## src/rtl/binary_to_bcd_seq.sv

```systemverilog
// binary_to_bcd_seq: sequential double-dabble binary to packed BCD converter, one bit per clock
module binary_to_bcd_seq #(
  parameter int WIDTH  = 14,
  parameter int DIGITS = 4
) (
  input  logic                  clk,
  input  logic                  reset,
  input  logic                  start,
  input  logic [WIDTH-1:0]      bin,
  output logic [4*DIGITS-1:0]   bcd,
  output logic                  busy,
  output logic                  done,
  output logic                  overflow
);
  function automatic logic [63:0] pow10(input int n);
    pow10 = 64'd1;
    for (int i = 0; i < n; i++) pow10 = pow10 * 64'd10;
  endfunction
  localparam logic [63:0] POW10 = pow10(DIGITS);
  localparam int CW = $clog2(WIDTH + 1);
  typedef enum logic [1:0] {IDLE, SHIFT, DONE} state_t;
  state_t                state_q;
  logic [WIDTH-1:0]      bin_q, bin_d;
  logic [4*DIGITS-1:0]   scr_q, scr_d, adj, bcd_q;
  logic [CW-1:0]         cnt_q;
  logic                  ovf_cap_q, ovf_q, busy_q, done_q;
  logic [4*DIGITS+WIDTH-1:0] sh;
  // add-3 correction on every digit, then shift {scratch, binary} left; the top digit's carry falls off
  always_comb begin
    adj = scr_q;
    for (int i = 0; i < DIGITS; i++)
      adj[4*i+:4] = (scr_q[4*i+:4] >= 4'd5) ? scr_q[4*i+:4] + 4'd3 : scr_q[4*i+:4];
    sh = {adj, bin_q} << 1;
    scr_d = sh[4*DIGITS+WIDTH-1:WIDTH];
    bin_d = sh[WIDTH-1:0];
  end
  // control FSM with registered result, busy and done outputs
  always_ff @(posedge clk) begin
    if (reset) begin
      state_q   <= IDLE;
      bin_q     <= '0;
      scr_q     <= '0;
      cnt_q     <= '0;
      ovf_cap_q <= 1'b0;
      ovf_q     <= 1'b0;
      bcd_q     <= '0;
      busy_q    <= 1'b0;
      done_q    <= 1'b0;
    end else begin
      done_q <= 1'b0;
      case (state_q)
        SHIFT: begin
          if (cnt_q == '0) begin
            state_q <= DONE;
            busy_q  <= 1'b0;
            done_q  <= 1'b1;
            bcd_q   <= scr_q;
            ovf_q   <= ovf_cap_q;
          end else begin
            scr_q <= scr_d;
            bin_q <= bin_d;
            cnt_q <= cnt_q - 1'b1;
          end
        end
        default: begin
          if (start) begin
            state_q   <= SHIFT;
            busy_q    <= 1'b1;
            bin_q     <= bin;
            scr_q     <= '0;
            cnt_q     <= CW'(WIDTH);
            ovf_cap_q <= 64'(bin) >= POW10;
          end else begin
            state_q <= IDLE;
          end
        end
      endcase
    end
  end
  assign bcd      = bcd_q;
  assign busy     = busy_q;
  assign done     = done_q;
  assign overflow = ovf_q;
endmodule

```

## config.mk

```make
export PLATFORM = sky130hd
export DESIGN_NAME = binary_to_bcd_seq
export DESIGN_NICKNAME = d
export VERILOG_FILES = /design/src/rtl/binary_to_bcd_seq.sv
export SDC_FILE = /design/constraint.sdc
export NUM_CORES = 1
export LEC_CHECK = 0
export BUFFER_PORTS_ARGS = -buffer_cell sky130_fd_sc_hd__clkbuf_2
export CORE_ASPECT_RATIO = 1.4
export CORE_MARGIN = 2
export CORE_UTILIZATION = 25
export CTS_CLUSTER_SIZE = 24
export DETAILED_ROUTE_END_ITERATION = 8
export GPL_TIMING_DRIVEN = 0
export PLACE_DENSITY = 0.4
export SYNTH_ARGS = -nofsm -noshare
export SYNTH_HDL_FRONTEND = slang
export SYNTH_SLANG_ARGS = --single-unit
```

## constraint.sdc

```tcl
create_clock -name clk -period 4.5 [get_ports clk]
set_clock_uncertainty 0.05 [all_clocks]
set_input_delay 0.45 -clock clk [delete_from_list [all_inputs] [get_ports clk]]
set_output_delay 0.45 -clock clk [all_outputs]
set_load 0.05 [all_outputs]
```

==> qor.yml, run 1 <==
routed_wl_mm: 6.695
clockPowerShare_pct: 37.0
clk_path_buf_depth: 2
cts_hold_buf: 0
seq_area_frac_synth_pct: 44.80
cp.arrival_ps: 2230
gr-total-overflow: 0
slowest_stage: "a21oi_2"
dp_slack_ps: 2448
initial_utilization_pct: 25.42
intPower_w: 0.0007892
outcome: "finished, final reports clean"
netlist_area_um2: 2502
cts_post_setup_buffers_inserted: 0
path_cells: "inv_1, ha_1, nor3b_1, buf_2, a21oi_2, buf_2, a22o_1"
vias: 2071
grt_start_max_net_pins: 16
numCtsBuffers: 5
clk_latency_ps: 300
grt_pass1_vias: 2060
yosysTopAreaCell: "dfxtp_1"
avgViaCountPerCell: 4.728
hp-class: "in -> reg"
io_buffers: 34
grt_usage_pct: 13.26
wl_per_cell_um: 15.29
yosysUniqueCellTypes: 41
r2r_cells: 7
synth_warnings: 0
critPathLaunch: "cnt_q[0]"
antenna_found_initial: 0
synth_flop_cell: "dfxtp_1"
powerDensity_nw_per_um2: 363.4
cts.sinks: 56
place.gp.congestion: 0.7003
synth_edf_count: 0
final_cell_mix: "dfxtp_1 (56), clkbuf_2 (34), a21oi_1 (19), nand2_1 (17), a22o_1 (17)"
coreArea_um2: 9846
slowest_delay_ps: 420
drtAntennaViolNets: 0
cp-start-kind: "flip-flop"
chipHeight_um: 122.4
netlist_instances: 261
cp_common_cell: "buf_2"
hold_viol: 0
tightest_slew_ps: 586.7
drcViolationCount: 0
drtIter0Drc: 77
dieArea_um2: 10840
grt_pass1_wl_mm: 10.83
period_share_pct: 45.46
required_ps: 4690
synthArstFlopShare_pct: 0
r2r-end: "bcd[11]"
min_period_ps: 2046
mostFrequentLayoutCell: "dfxtp_1"
reg2reg_from: "cnt_q[0]"
syn_avg_cell_area_um2: 9.588
rsz0062_at_grt: "false"
yosys-top-cells-area: "dfxtp_1 (45%), a22o_1 (5.9%), ha_1 (4.5%)"
dp.cells: 430
core.rowCount: 43
fp.dieW_um: 88.56
netlist.area_leader.share_pct: 44.80
slew_violations: 0
path_clk_slew_ps: 70
whs_ps: 331.5
p_seq_share_pct: 48.4
hold_path_depth: 3
finalSetupViolations: 0
maxCapViolations: 0
drt-pass1-iter-count: 4
crit_type: "reg -> reg"
cts_root_buf: "clkbuf_16"
cts_resized: 0
holdPathEnd: "bin_q[0]"
pwr-share-comb_pct: 14.6
antenna_cells: 0
fmax_mhz: 488.8
vdd.ir_drop.worst_mv: 0.1463
utilization_pct: 30.35
cts_tree: "yes"
ioPinCount: 36
switching_share_pct: 27.31
synthesis.nets: 287
finalNonFillerCells: 438
critPathCaptureType: "flip-flop"
regToRegSetupSlack_ps: 2450
synth_seq_cells: 56
path_buf_inv: 3
p_leak_nw: 1.077
path_max_fanout: 10
final_layout_size_suffix_gt1_share_pct: 26.07
layout.nets: 328
hp-start: "bin[0]"
setup_slack_ps: 2454
area_delta_synth_final_pct: 19.40
slew-limit-headroom_pct: 60.89
dp_hpwl_mm: 4.682
critical-path-top-delay-family: "buffers and inverters"
htree_num_levels: 2
fin_setup_tns_ps: 0
p_sw_w: 0.0002965
-- worst max-delay path by stage --
stage | endpoint | slack (ps) | cells past startpoint
2_1_floorplan | bcd[10] | 2870 | 7
5_1_grt | bcd[13] | 2270 | 7
6_report | bcd[11] | 2450 | 7
4_1_cts | overflow | 2440 | 7
3_3_place_gp | bin_q[3] | 2440 | 4
3_5_place_dp | bin_q[3] | 2450 | 4
-- flip-flops by register name (all words and copies together) (netlist names) --
register,flops
state_q,2
cnt_q,4
busy,1
ovf_cap_q,1
bcd,16
overflow,1
scr_q,16
bin_q,14
done,1
-- final cells by class --
type                            count  area [um^2]
Inverter                           10        37.54
Multi-Input combinational cell    178         1251
Timing Repair Buffer               34        170.2
Fill cell                        1067         6858
Buffer                             17        92.59
Clock buffer                        8        146.4
Sequential cell                    56         1121
Tap cell                          135        168.9
-- worst reg2reg max path: stages (launching register included) --
cell and delay, ps:
dfxtp_1 360, inv_1 70, ha_1 230, nor3b_1 150, buf_2 190, a21oi_2 420, buf_2 350, a22o_1 170
-- power groups by stage --
stage                     clock network, W  registers (W)  logic [W]
after floorplan                          0       0.000540   0.000106
after global placement                   0       0.000537   0.000161
after detailed placement                 0       0.000538   0.000162
after CTS                         0.000416       0.000526   0.000162
after global routing              0.000432       0.000528   0.000176
final                             0.000401       0.000526   0.000158
-- cells by family (layout without fill, tap and decap cells) --
family | count (synthesis) | after routing | share of synthesized area, %
compound gates | 81 | 81 | 23.25
fa+ha+maj | 9 | 9 | 4.500
buf+inv | 27 | 69 | 5.200
flops | 56 | 56 | 44.80
mux | 6 | 6 | 3.100
simple gates | 82 | 82 | 19.15
-- metrics by stage --
step	instance area [um^2]	total power, W
2_1_floorplan	2502	0.0006463
3_3_place_gp	2841	0.0006982
3_5_place_dp	2841	0.0006991
4_1_cts	2988	0.001103
5_1_grt	2988	0.001136
6_report	2988	0.001086
-- cell usage after synthesis (all sizes together) (5+ instances only) --
cell type	number
ha	9
nor2	8
inv	10
a22oi	13
nor3	6
a21oi	29
buf	11
a22o	17
nand4b	5
clkbuf	6
nand2	26
dfxtp	56
o21ai	8
nand3	12
nand2b	8
-- layer usage --
layer | part of all wire (%) | vias up | GRT usage [%]
met5 | 0 | - | 0
met4 | 1.8 | 0 | 5.398
met3 | 2.9 | 9 | 2.152
met2 | 49 | 30 | 22.18
met1 | 46 | 982 | 16.77
li1 | - | 1050 | -
Power figures use the tool's default switching activity.
==> run 2, diff against run 1 <==
- clock period: 4.5 -> 1.9 ns (I/O delays scaled with it)
==> run 2 against run 1 <==
  * Fmax increased by 15%
  * Clock-buffer cell count is the same
  * Critical path depth is the same
  * Die area unchanged
  * Non-clock buffer count up 6
  * Sequential share of layout area down 0.97 points
  * Final cell count grew 1.4%
  * Combinational power rose to 2.7 times the previous value
  * Flip-flop and latch count did not move
  * Sequential power up 140%
  * Global-route usage about the same
==> qor.yml, run 2 (synthesized netlist as in run 1, its figures left out) <==
gr-total-overflow: 0  # unchanged
vdd.ir_drop.worst_mv: 0.3499  # +140%
drt-pass1-iter-count: 4  # unchanged
cp.arrival_ps: 1960  # -270 ps
place.gp.congestion: 0.7003  # unchanged
routed_wl_mm: 6.793  # +1.5%
tightest_slew_ps: 584.0  # -2.649 ps
grt_usage_pct: 13.27  # +0.014 points
ioPinCount: 36  # unchanged
setup_slack_ps: 115.0  # -2339 ps
area_delta_synth_final_pct: 22.70
period_share_pct: 93.95  # +48 points
cp-start-kind: "flip-flop"
grt.busiest_layer: "met2"
maxCapViolations: 0  # unchanged
dieArea_um2: 10840  # unchanged
powerDensity_nw_per_um2: 856.5  # +140%
slew-limit-headroom_pct: 61.06  # +0.18 points
path_max_fanout: 9  # -1
slew_violations: 0  # unchanged
clk_latency_ps: 300  # about the same
mostFrequentLayoutCell: "dfxtp_1"
required_ps: 2070  # -2620 ps
final_cell_mix: "dfxtp_1 (55), clkbuf_2 (34), a21oi_1 (19), nand2_1 (17), a22o_1 (17)"
core.rowCount: 43  # unchanged
clk_path_buf_depth: 2  # unchanged
power.total_w: 0.002630  # +140%
rsz0062_at_grt: "false"
grt_pass1_wl_mm: 10.83  # about the same
final_layout_size_suffix_gt1_share_pct: 28.16  # +2.1 points
dp_hpwl_mm: 4.682  # unchanged
outcome: "finished, final reports clean"
min_period_ps: 1785  # -260.7 ps
crit_type: "reg -> reg"
drtAntennaViolNets: 0  # unchanged
avgViaCountPerCell: 4.714  # -0.30%
grt_use_met1_pct: 16.77  # unchanged
hp-class: "in -> reg"
antenna_found_initial: 0  # unchanged
utilization_pct: 31.19  # +0.84 points
path_clk_slew_ps: 70  # about the same
finalNonFillerCells: 444  # +1.4%
drcViolationCount: 0  # unchanged
drtIter0Drc: 75  # -2.6%
initial_utilization_pct: 25.42  # unchanged
coreArea_um2: 9846  # unchanged
dp.cells: 430  # unchanged
n_fill_cell: 1061  # -0.56%
vias: 2093  # +1.1%
grtUsageMet3_pct: 2.152  # unchanged
cts_tree: "yes"
grt_pass1_vias: 2056  # -0.19%
layout.nets: 334  # +1.8%
grt_start_max_net_pins: 16  # unchanged
fp.dieW_um: 88.56  # unchanged
fmax_mhz: 560.2  # +15%
critPathCaptureType: "flip-flop"
cts_root_buf: "clkbuf_16"
use_met2_pct: 22.23  # +0.047 points
chipHeight_um: 122.4  # unchanged
dp_slack_ps: -129.1  # -2577 ps
hold_viol: 0  # unchanged
io_buffers: 34  # unchanged
numCtsBuffers: 5  # unchanged
finalSetupViolations: 0  # unchanged
antenna_cells: 0  # unchanged
wl_per_cell_um: 15.30  # about the same
p_leak_nw: 1.120  # +4.0%
htree_num_levels: 2  # unchanged
cts.sinks: 56  # unchanged
## run 2: cell types whose count changed in the layout (fill, tap and decap cells not counted), sizes merged
cell	change
buf	+6
## run 2: worst paths after layout
check	cells after the start	slack, ps	end	from
worst min-delay path	3	70	bin_q[0]	bin[0]
worst max register to register	7	110	scr_q[13]	cnt_q[1]
worst max-delay path	7	110	scr_q[13]	cnt_q[1]
worst min register to register	2	410	bin_q[12]	bin_q[12]
## run 2: final cells by class
cell class                      count  area [um^2]  share of cell area, %
Multi-Input combinational cell    178         1274                  41.48
Sequential cell                    56         1122                  36.55
Timing Repair Buffer               40        215.2                  7.009
Tap cell                          135        168.9                  5.501
Clock buffer                        8        146.4                  4.768
Buffer                             17        106.4                  3.464
Inverter                           10        37.54                  1.222
## run 2: worst max-delay path, cell delays in order, from the launching register on
cell and delay (ps):
dfxtp_1 360, inv_1 50, ha_1 210, nor3b_2 170, buf_4 180, buf_4 140, or4_1 390, o221ai_1 160
## run 2: metal layers
metal / vias to the layer above / routed length [um]
met5: - / 0
met4: 0 / 120
met3: 9 / 198
met2: 28 / 3420
met1: 996 / 3053
li1: 1060 / -
## run 2: through the flow
step	cell area [um^2]	hold slack (ps)	setup TNS, ps
4_1_cts	3013	66.74	0
6_report	3070	70.26	0
2_1_floorplan	2502	276.0	0
5_1_grt	3070	91.49	0
3_3_place_gp	2841	385.3	-1342
3_5_place_dp	2841	386.2	-1240
## run 2: report_power, final
| part | switching [W] | internal, W |
|---|---|---|
| logic | 0.000264 | 0.000160 |
| registers | 0.0000311 | 0.00122 |
| clock network | 0.000431 | 0.000528 |
| total | 0.000726 | 0.00190 |
## run 2: what timing repair did
action,CTS,global route
hold buffers,0,0
buffers inserted,1,5
pin swaps,1,1
endpoints found under the setup margin,23,38
resized for setup,5,5
